===== src/rtl/addsub_pkg.sv =====
// Shared types and constants for the multi-cycle adder/subtractor.
package addsub_pkg;

  typedef enum logic [1:0] {
    IDLE = 2'd0,
    RUN  = 2'd1,
    DONE = 2'd2
  } state_t;

  localparam logic OP_ADD = 1'b0;
  localparam logic OP_SUB = 1'b1;

endpackage


===== src/rtl/addsub_chunk.sv =====
// Combinational CHUNK-bit ripple-carry adder built from full-adder cells.
module addsub_chunk #(
  parameter int CHUNK = 8
) (
  input  logic [CHUNK-1:0] a,
  input  logic [CHUNK-1:0] b,
  input  logic             cin,
  output logic [CHUNK-1:0] sum,
  output logic             cout
);

  logic [CHUNK:0] w_carry;

  assign w_carry[0] = cin;

  for (genvar gi = 0; gi < CHUNK; gi++) begin : g_fa
    assign sum[gi]       = a[gi] ^ b[gi] ^ w_carry[gi];
    assign w_carry[gi+1] = (a[gi] & b[gi]) | (w_carry[gi] & (a[gi] ^ b[gi]));
  end

  assign cout = w_carry[CHUNK];

endmodule


===== src/rtl/addsub_seq.sv =====
// Multi-cycle WIDTH-bit add/sub: one CHUNK-bit slice per RUN cycle through a
// single reused ripple adder, with valid/ready handshakes on both sides.
module addsub_seq
  import addsub_pkg::*;
#(
  parameter int WIDTH = 32,
  parameter int CHUNK = 8
) (
  input  logic             clk,
  input  logic             rst,
  input  logic             in_valid,
  output logic             in_ready,
  input  logic [WIDTH-1:0] a,
  input  logic [WIDTH-1:0] b,
  input  logic             sub,
  output logic             out_valid,
  input  logic             out_ready,
  output logic [WIDTH-1:0] result,
  output logic             flag_c,
  output logic             flag_v,
  output logic             flag_z,
  output logic             flag_n
);

  localparam int NCHUNK = WIDTH / CHUNK;
  localparam int CNT_W  = (NCHUNK > 1) ? $clog2(NCHUNK) : 1;
  localparam logic [CNT_W-1:0] LAST_CNT = CNT_W'(NCHUNK - 1);

  state_t           r_state;
  state_t           w_state_next;
  logic [CNT_W-1:0] r_cnt;
  logic [WIDTH-1:0] r_a;
  logic [WIDTH-1:0] r_b;
  logic [WIDTH-1:0] r_result;
  logic             r_carry;
  logic             r_flag_c;
  logic             r_flag_v;
  logic             r_flag_z;
  logic             r_flag_n;

  logic [CHUNK-1:0] w_a_chunk;
  logic [CHUNK-1:0] w_b_chunk;
  logic [CHUNK-1:0] w_sum;
  logic             w_cout;
  logic [WIDTH-1:0] w_result_next;
  logic             w_last;

  assign w_last = (r_cnt == LAST_CNT);

  // Constant-index slice mux keeps the chunk select free of variable part-selects.
  always_comb begin
    w_a_chunk = '0;
    w_b_chunk = '0;
    for (int i = 0; i < NCHUNK; i++) begin
      if (r_cnt == CNT_W'(i)) begin
        w_a_chunk = r_a[i*CHUNK +: CHUNK];
        w_b_chunk = r_b[i*CHUNK +: CHUNK];
      end
    end
  end

  addsub_chunk #(
    .CHUNK (CHUNK)
  ) u_chunk (
    .a    (w_a_chunk),
    .b    (w_b_chunk),
    .cin  (r_carry),
    .sum  (w_sum),
    .cout (w_cout)
  );

  // Full result as it will look after this cycle, so flags see the final chunk.
  always_comb begin
    w_result_next = r_result;
    for (int i = 0; i < NCHUNK; i++) begin
      if (r_cnt == CNT_W'(i)) begin
        w_result_next[i*CHUNK +: CHUNK] = w_sum;
      end
    end
  end

  always_ff @(posedge clk) begin
    if (rst) begin
      r_state <= IDLE;
    end else begin
      r_state <= w_state_next;
    end
  end

  always_comb begin
    w_state_next = r_state;
    case (r_state)
      IDLE:    if (in_valid) w_state_next = RUN;
      RUN:     if (w_last) w_state_next = DONE;
      DONE:    if (out_ready) w_state_next = IDLE;
      default: w_state_next = IDLE;
    endcase
  end

  always_ff @(posedge clk) begin
    if (rst) begin
      r_cnt    <= '0;
      r_a      <= '0;
      r_b      <= '0;
      r_result <= '0;
      r_carry  <= 1'b0;
      r_flag_c <= 1'b0;
      r_flag_v <= 1'b0;
      r_flag_z <= 1'b0;
      r_flag_n <= 1'b0;
    end else begin
      case (r_state)
        IDLE: begin
          if (in_valid) begin
            // Subtraction becomes A + ~B + 1: invert B here, seed the carry with 1.
            r_a     <= a;
            r_b     <= b ^ {WIDTH{sub}};
            r_carry <= (sub == OP_SUB);
            r_cnt   <= '0;
          end
        end
        RUN: begin
          r_result <= w_result_next;
          r_carry  <= w_cout;
          r_cnt    <= r_cnt + CNT_W'(1);
          if (w_last) begin
            r_flag_c <= w_cout;
            r_flag_v <= (r_a[WIDTH-1] == r_b[WIDTH-1]) &&
                        (w_result_next[WIDTH-1] != r_a[WIDTH-1]);
            r_flag_z <= (w_result_next == '0);
            r_flag_n <= w_result_next[WIDTH-1];
          end
        end
        default: ;
      endcase
    end
  end

  assign in_ready  = (r_state == IDLE);
  assign out_valid = (r_state == DONE);
  assign result    = r_result;
  assign flag_c    = r_flag_c;
  assign flag_v    = r_flag_v;
  assign flag_z    = r_flag_z;
  assign flag_n    = r_flag_n;

endmodule


===== config.mk =====
export PLATFORM = sky130hd
export DESIGN_NAME = addsub_seq
export DESIGN_NICKNAME = d
export VERILOG_FILES = /design/src/rtl/addsub_pkg.sv /design/src/rtl/addsub_chunk.sv /design/src/rtl/addsub_seq.sv
export SDC_FILE = /design/constraint.sdc
export NUM_CORES = 1
export LEC_CHECK = 0
export CAP_MARGIN = 20
export CELL_PAD_IN_SITES_DETAIL_PLACEMENT = 0
export CELL_PAD_IN_SITES_GLOBAL_PLACEMENT = 2
export CORE_MARGIN = 2
export CORE_UTILIZATION = 31
export DETAILED_ROUTE_END_ITERATION = 10
export PLACE_DENSITY_LB_ADDON = 0.1
export SYNTH_ARGS = -nofsm -noshare
export SYNTH_HDL_FRONTEND = slang
export SYNTH_SLANG_ARGS = --single-unit

===== constraint.sdc =====
create_clock -name clk -period 11.55 [get_ports clk]
set_input_delay 1.7325 -clock clk [delete_from_list [all_inputs] [get_ports clk]]
set_output_delay 1.7325 -clock clk [all_outputs]
set_load 0.005 [all_outputs]

* Word-level counts from Yosys, hierarchy flattened
Cells that the tools add are included.
** Word-level totals
- Register bits after elaboration :: 105
- Bits of input ports :: 69
- Output and inout bits :: 38
- Logic and storage cells :: 91
** Cells by class
- Add/sub/neg operators :: 1
- Equal/unequal tests :: 10
- Mux-type cells :: 20
- Bitwise operators :: 41
- Reductions and logical operators :: 9
** Operator list (number)
- $mux 8 :: 12
- $logic_not 32->1 :: 1
- $xor 32x32->32 :: 1
- $and 1x1->1 :: 16
- $xor 1x1->1 :: 16
- $mux 2 :: 4
- $or 1x1->1 :: 8
- $eq 2x2->1 const B :: 3
- $pmux 2 s3 :: 1
- $reduce_and 2->1 :: 3
- $eq 2x1->1 const B :: 2
- $logic_not 2->1 :: 2
- $ne 2x2->1 const B :: 2
- $pmux 2 s2 :: 1
- $reduce_and 3->1 :: 1
- $add 2x1->2 const B :: 1
- $ne 2x1->1 const B :: 1
- $pmux 1 s2 :: 1
- $reduce_bool 2->1 :: 1
- $eq 1x1->1 :: 1
- $logic_and 1x1->1 :: 1
- $mux 1 :: 1
- $ne 1x1->1 :: 1

* Depth between registers and ports, before layout
- Depth in word-level cells :: 24
- Gate-level depth with buffers :: 28
- Gate-level depth less buffers :: 25

* By module
Synthesis repeated with hierarchy kept, for this count alone.
** Second synthesis, totals
- Cells, all modules :: 606
- Area total of the unflattened synthesis :: 4963.5 µm²
** By module, submodules not included
- addsub_seq :: instances 1, cells an instance 588, area an instance 4765.8 µm², seq. area each 2102.0 µm²
- addsub_chunk :: instances 1, cells an instance 18, area an instance 197.7 µm², seq. area each 0.0 µm²

* Worst setup path before layout
No wires, ideal clock.
- Kind :: register to register
- Start :: register r_cnt[0]
- End :: register r_flag_z, in the netlist flag_z
- Setup time :: 69 ps
- Data arrival time :: 5808 ps
- Required time :: 11481 ps
- Setup slack :: 5673 ps
- Stages on the path, launching flop included :: 29
- Buffers on the path :: 3
- Period minus slack after synthesis :: 5877 ps
- Cells stage by stage :: dfxtp_1 -> inv_1 -> ha_1 -> clkbuf_1 -> clkbuf_1 -> nand3b_1 -> a21oi_1 -> a21oi_1 -> nor2_1 -> a21oi_1 -> fa_1 -> inv_1 -> fa_1 -> inv_1 -> fa_1 -> fa_1 -> inv_1 -> fa_1 -> inv_1 -> fa_1 -> fa_1 -> inv_1 -> fa_1 -> clkbuf_1 -> a2111oi_0 -> a21oi_1 -> nor4_2 -> nand4_1 -> o21ai_1
** Between the ends
- Cells in the longest elaborated chain, start to end :: 23
- Elaborated cells on any way between the ends :: 55
- Those cells by class :: 3 x eq/ne; 12 x mux; 37 x bitwise; 3 x reduce/logical
** RTL lines
- from (decl) :: RTL line addsub_seq.sv:31 : logic [CNT_W-1:0] r_cnt;
- from (signal assigned) :: RTL line addsub_seq.sv:125 : r_cnt <= r_cnt + CNT_W'(1);
- $logic_not 2->1 :: RTL line addsub_seq.sv:55, addsub_seq.sv:76
- $mux 8 (4 in series) :: RTL line addsub_seq.sv:55 : if (r_cnt == CNT_W'(i)) begin
- $xor 1x1->1 :: RTL line addsub_chunk.sv:17, addsub_chunk.sv:18
- $and 1x1->1 :: RTL line addsub_chunk.sv:18 : assign w_carry[gi+1] = (a[gi] & b[gi]) | (w_carry[gi] & (a[gi] ^ b[gi]));
- $or 1x1->1 :: RTL line addsub_chunk.sv:18
- $and 1x1->1 :: RTL line addsub_chunk.sv:18
- $or 1x1->1 :: RTL line addsub_chunk.sv:18
- $and 1x1->1 :: RTL line addsub_chunk.sv:18
- [... 4 more ...]
- $or 1x1->1 :: RTL line addsub_chunk.sv:18
- $and 1x1->1 :: RTL line addsub_chunk.sv:18
- $or 1x1->1 :: RTL line addsub_chunk.sv:18
- $and 1x1->1 :: RTL line addsub_chunk.sv:18
- $or 1x1->1 :: RTL line addsub_chunk.sv:18
- $xor 1x1->1 :: RTL line addsub_chunk.sv:17 : assign sum[gi] = a[gi] ^ b[gi] ^ w_carry[gi];
- $mux 8 :: RTL line addsub_seq.sv:76 : if (r_cnt == CNT_W'(i)) begin
- $logic_not 32->1 :: RTL line addsub_seq.sv:130 : r_flag_z <= (w_result_next == '0);
- to (signal assigned) :: RTL line addsub_seq.sv:130
- to (decl) :: RTL line addsub_seq.sv:38 : logic r_flag_z;
Parallel ways exist; a longest one is shown, timed or not.
A chain may end at the register's enable or synchronous reset.

* Final worst setup path
Ends and elaborated chain as after synthesis.

==> qor.txt <==
outcome - completed
gate count of the mapped netlist - 600
number of max-cap violations - 0
root buffer cell - clkbuf_16
Post-Syn Nets - 681
pwr dens - 143 nW/um^2
final setup vio count - 0
die area - 16700 um^2
Post-synth EDFFs - 0
DRC Markers - 0
H-tree lvl count - 3
CTS Hold Bufs - 0
PnR worst setup slack - 5.27 ns
Rows - 45
flops & latches, synth - 105
final wirelength - 13.5 mm
R2R Path Start - r_cnt[0]
max layer used - met4
Fin Clk Skew - 0.00576 ns
crit path kind - register to register
met2 WL - 6.27 mm
first-pass GRT wire length - 21.4 mm
Layout Utilization - 41.7%
Vias/cell - 4.82
Via Count - 4253
Async SR Flop Fraction - 0%
max_slew headroom - 36.8%
Worst Path Arrival - 6.57 ns
RSZ-0062 raised after global routing - no
dpl hpwl - 9.63 mm
commonest non-fill, non-tap cell in the layout - dfxtp_1
largest net degree at the start of global routing - 101
Tcrit/Tclk final - 54.4%
starting density of the core - 31.8%
Primary FF master, synth - dfxtp_1
total CTS buffers - 9
Total Routing Usage GR - 16.7%
cts repair resizes - 0
Worst Path Max Fanout - 21
YS warnings - 0
slowest stage cell, crit path - ha_1
Post-DP Area - 5980 um^2
Fill cells - 1603
final hold violation count - 0
Startpoint Class - register
IO buf count - 106
antenna violations before repair - 0
IO Pins - 107
Storage cell area - 2100 um^2
most frequent cells in the layout - dfxtp_1, clkdlybuf4s50_1, nand2_1
Die Y - 129 um
setup_tns - 0 ns
top-area cell type share of the netlist area - 43.3%
CP max stage delay - 0.74 ns
nets - 748
CP delay by family, top - adder cells
Peak VDD IR - 0.0710 mV
leak pwr - 2.18 nW
ANT nets after route - 0
synth-to-layout area growth - 31.0%
clock latency on the worst-skew pair - 0.35 ns
Synth area leader - dfxtp_1
ratio of cells with drive above 1 in the final layout - 3.87%
Yosys cell types - 37
Hold/Removal Path Class - register to register
clk slew on worst S/H paths - 0.07 ns
first drt pass iteration count - 4
fin. max-slew vios - 0
worst reg2reg path depth - 25
CTS Sinks - 105
GPL Wtd Cong - 0.825
Avg Inst Size Synth - 8.09 um^2
Critical path buffers and inverters - 6
drt wl/cell - 15.3 um
CTS tree - done
reg2reg setup slack - 5.27 ns
Remaining Overflow, GRT - 0
First DRT Iteration DRCs - 245
Max Root-Sink Buffers - 2
minimum clock period - 6.28 ns
Worst path most repeated cell - fa_1
# diodes - 0
Hold Startpoint - r_a[4]
Metal-1 WL - 6.43 mm
worst hold endpoint - r_a[4]
synthesized area - 4860 um^2
register area share after synthesis - 43.3%
fmax - 0.159 GHz
Die Span X - 129 um
core area - 15300 um^2
reg2reg end - flag_z
Tightest Pin Transition - 0.948 ns
Multi-input gate area - 2500 um^2
Min-Delay Path Depth - 2
Final Cell Area - 6360 um^2
crit end category - register
WL met3 - 582 um
pre-CTS WS - 5.18 ns
total power - 0.907 mW
critical path data required time - 11.84 ns
Post-CTS Setup Inserts - 0
number of global-route vias before repair - 3996
Area contributors post-synth - dfxtp_1, a21oi_1, a211oi_1
==> synth_stat cells, drive strengths merged (2+ instances only) <==
cell type	n
o21ai	8
mux2i	9
clkbuf	38
nor2	80
dfxtp	105
ha	4
nand3b	17
a211oi	53
buf	18
nor3	5
nand2b	2
xnor2	32
nor3b	2
nor2b	2
a22oi	2
inv	8
or3	2
fa	8
nand2	100
nor4	3
or4	3
a21oi	85
and2	4
==> area by class of cell <==
type / count / share of cell area [%]
Clock buffer: 12 / 4.03
Clock inverter: 4 / 1.18
Inverter: 8 / 0.472
Multi-Input combinational cell: 431 / 39.2
Sequential cell: 105 / 33.0
Tap cell: 211 / 4.15
Timing Repair Buffer: 112 / 17.9
==> power breakdown <==
part,internal [mW],switching (mW)
clock network,0.202,0.135
logic,0.0790,0.0902
registers,0.385,0.0164
==> state kept, by name, summed over array words and instances, names as in the netlist <==
name / count
flag_v: 1
flag_z: 1
r_b: 32
r_carry: 1
r_cnt: 2
r_a: 32
r_state: 2
flag_c: 1
flag_n: 1
result: 32
==> per-stage QoR <==
stage | instances | hold WS [ns]
floorplan | 600 | 0.436
global placement | 865 | 0.447
detailed placement | 865 | 0.452
CTS | 881 | 0.461
global route | 883 | 0.469
finish | 883 | 0.459
==> worst min-delay path, delay by kind of cell, from the launching register on <==
family             cells  cell delay (ns)
DFF                    1             0.31
AOI/OAI and AO/OA      1             0.05
and+or+nand+nor        1             0.05
==> per-layer routing <==
layer	vias up	GRT usage, %
met4	0	6.14
met2	106	26.6
li1	2177	-
met1	1953	22.7
met3	17	2.81
met5	-	0
==> cells by family (layout without fill, tap and decap cells) <==
kind of cell / after synthesis / count (layout) / synth area share [%]
compound gates: 155 / 155 / 19.3
xor+xnor: 32 / 32 / 5.77
fa+ha+maj: 12 / 12 / 4.33
buf+inv: 64 / 136 / 5.33
flops: 105 / 105 / 43.3
mux: 9 / 9 / 1.86
simple gates: 223 / 223 / 20.1
==> worst max-delay path by stage <==
stage | slack, ns | cells past startpoint | from | to
3_3_place_gp | 5.29 | 25 | r_cnt[1] | flag_z
4_1_cts | 5.15 | 25 | r_cnt[1] | flag_z
3_5_place_dp | 5.18 | 25 | r_cnt[1] | flag_z
5_1_grt | 4.75 | 25 | r_cnt[0] | flag_z
6_report | 5.27 | 25 | r_cnt[0] | flag_z
2_1_floorplan | 5.67 | 28 | r_cnt[0] | flag_z
(Power assumes the default switching activity.)
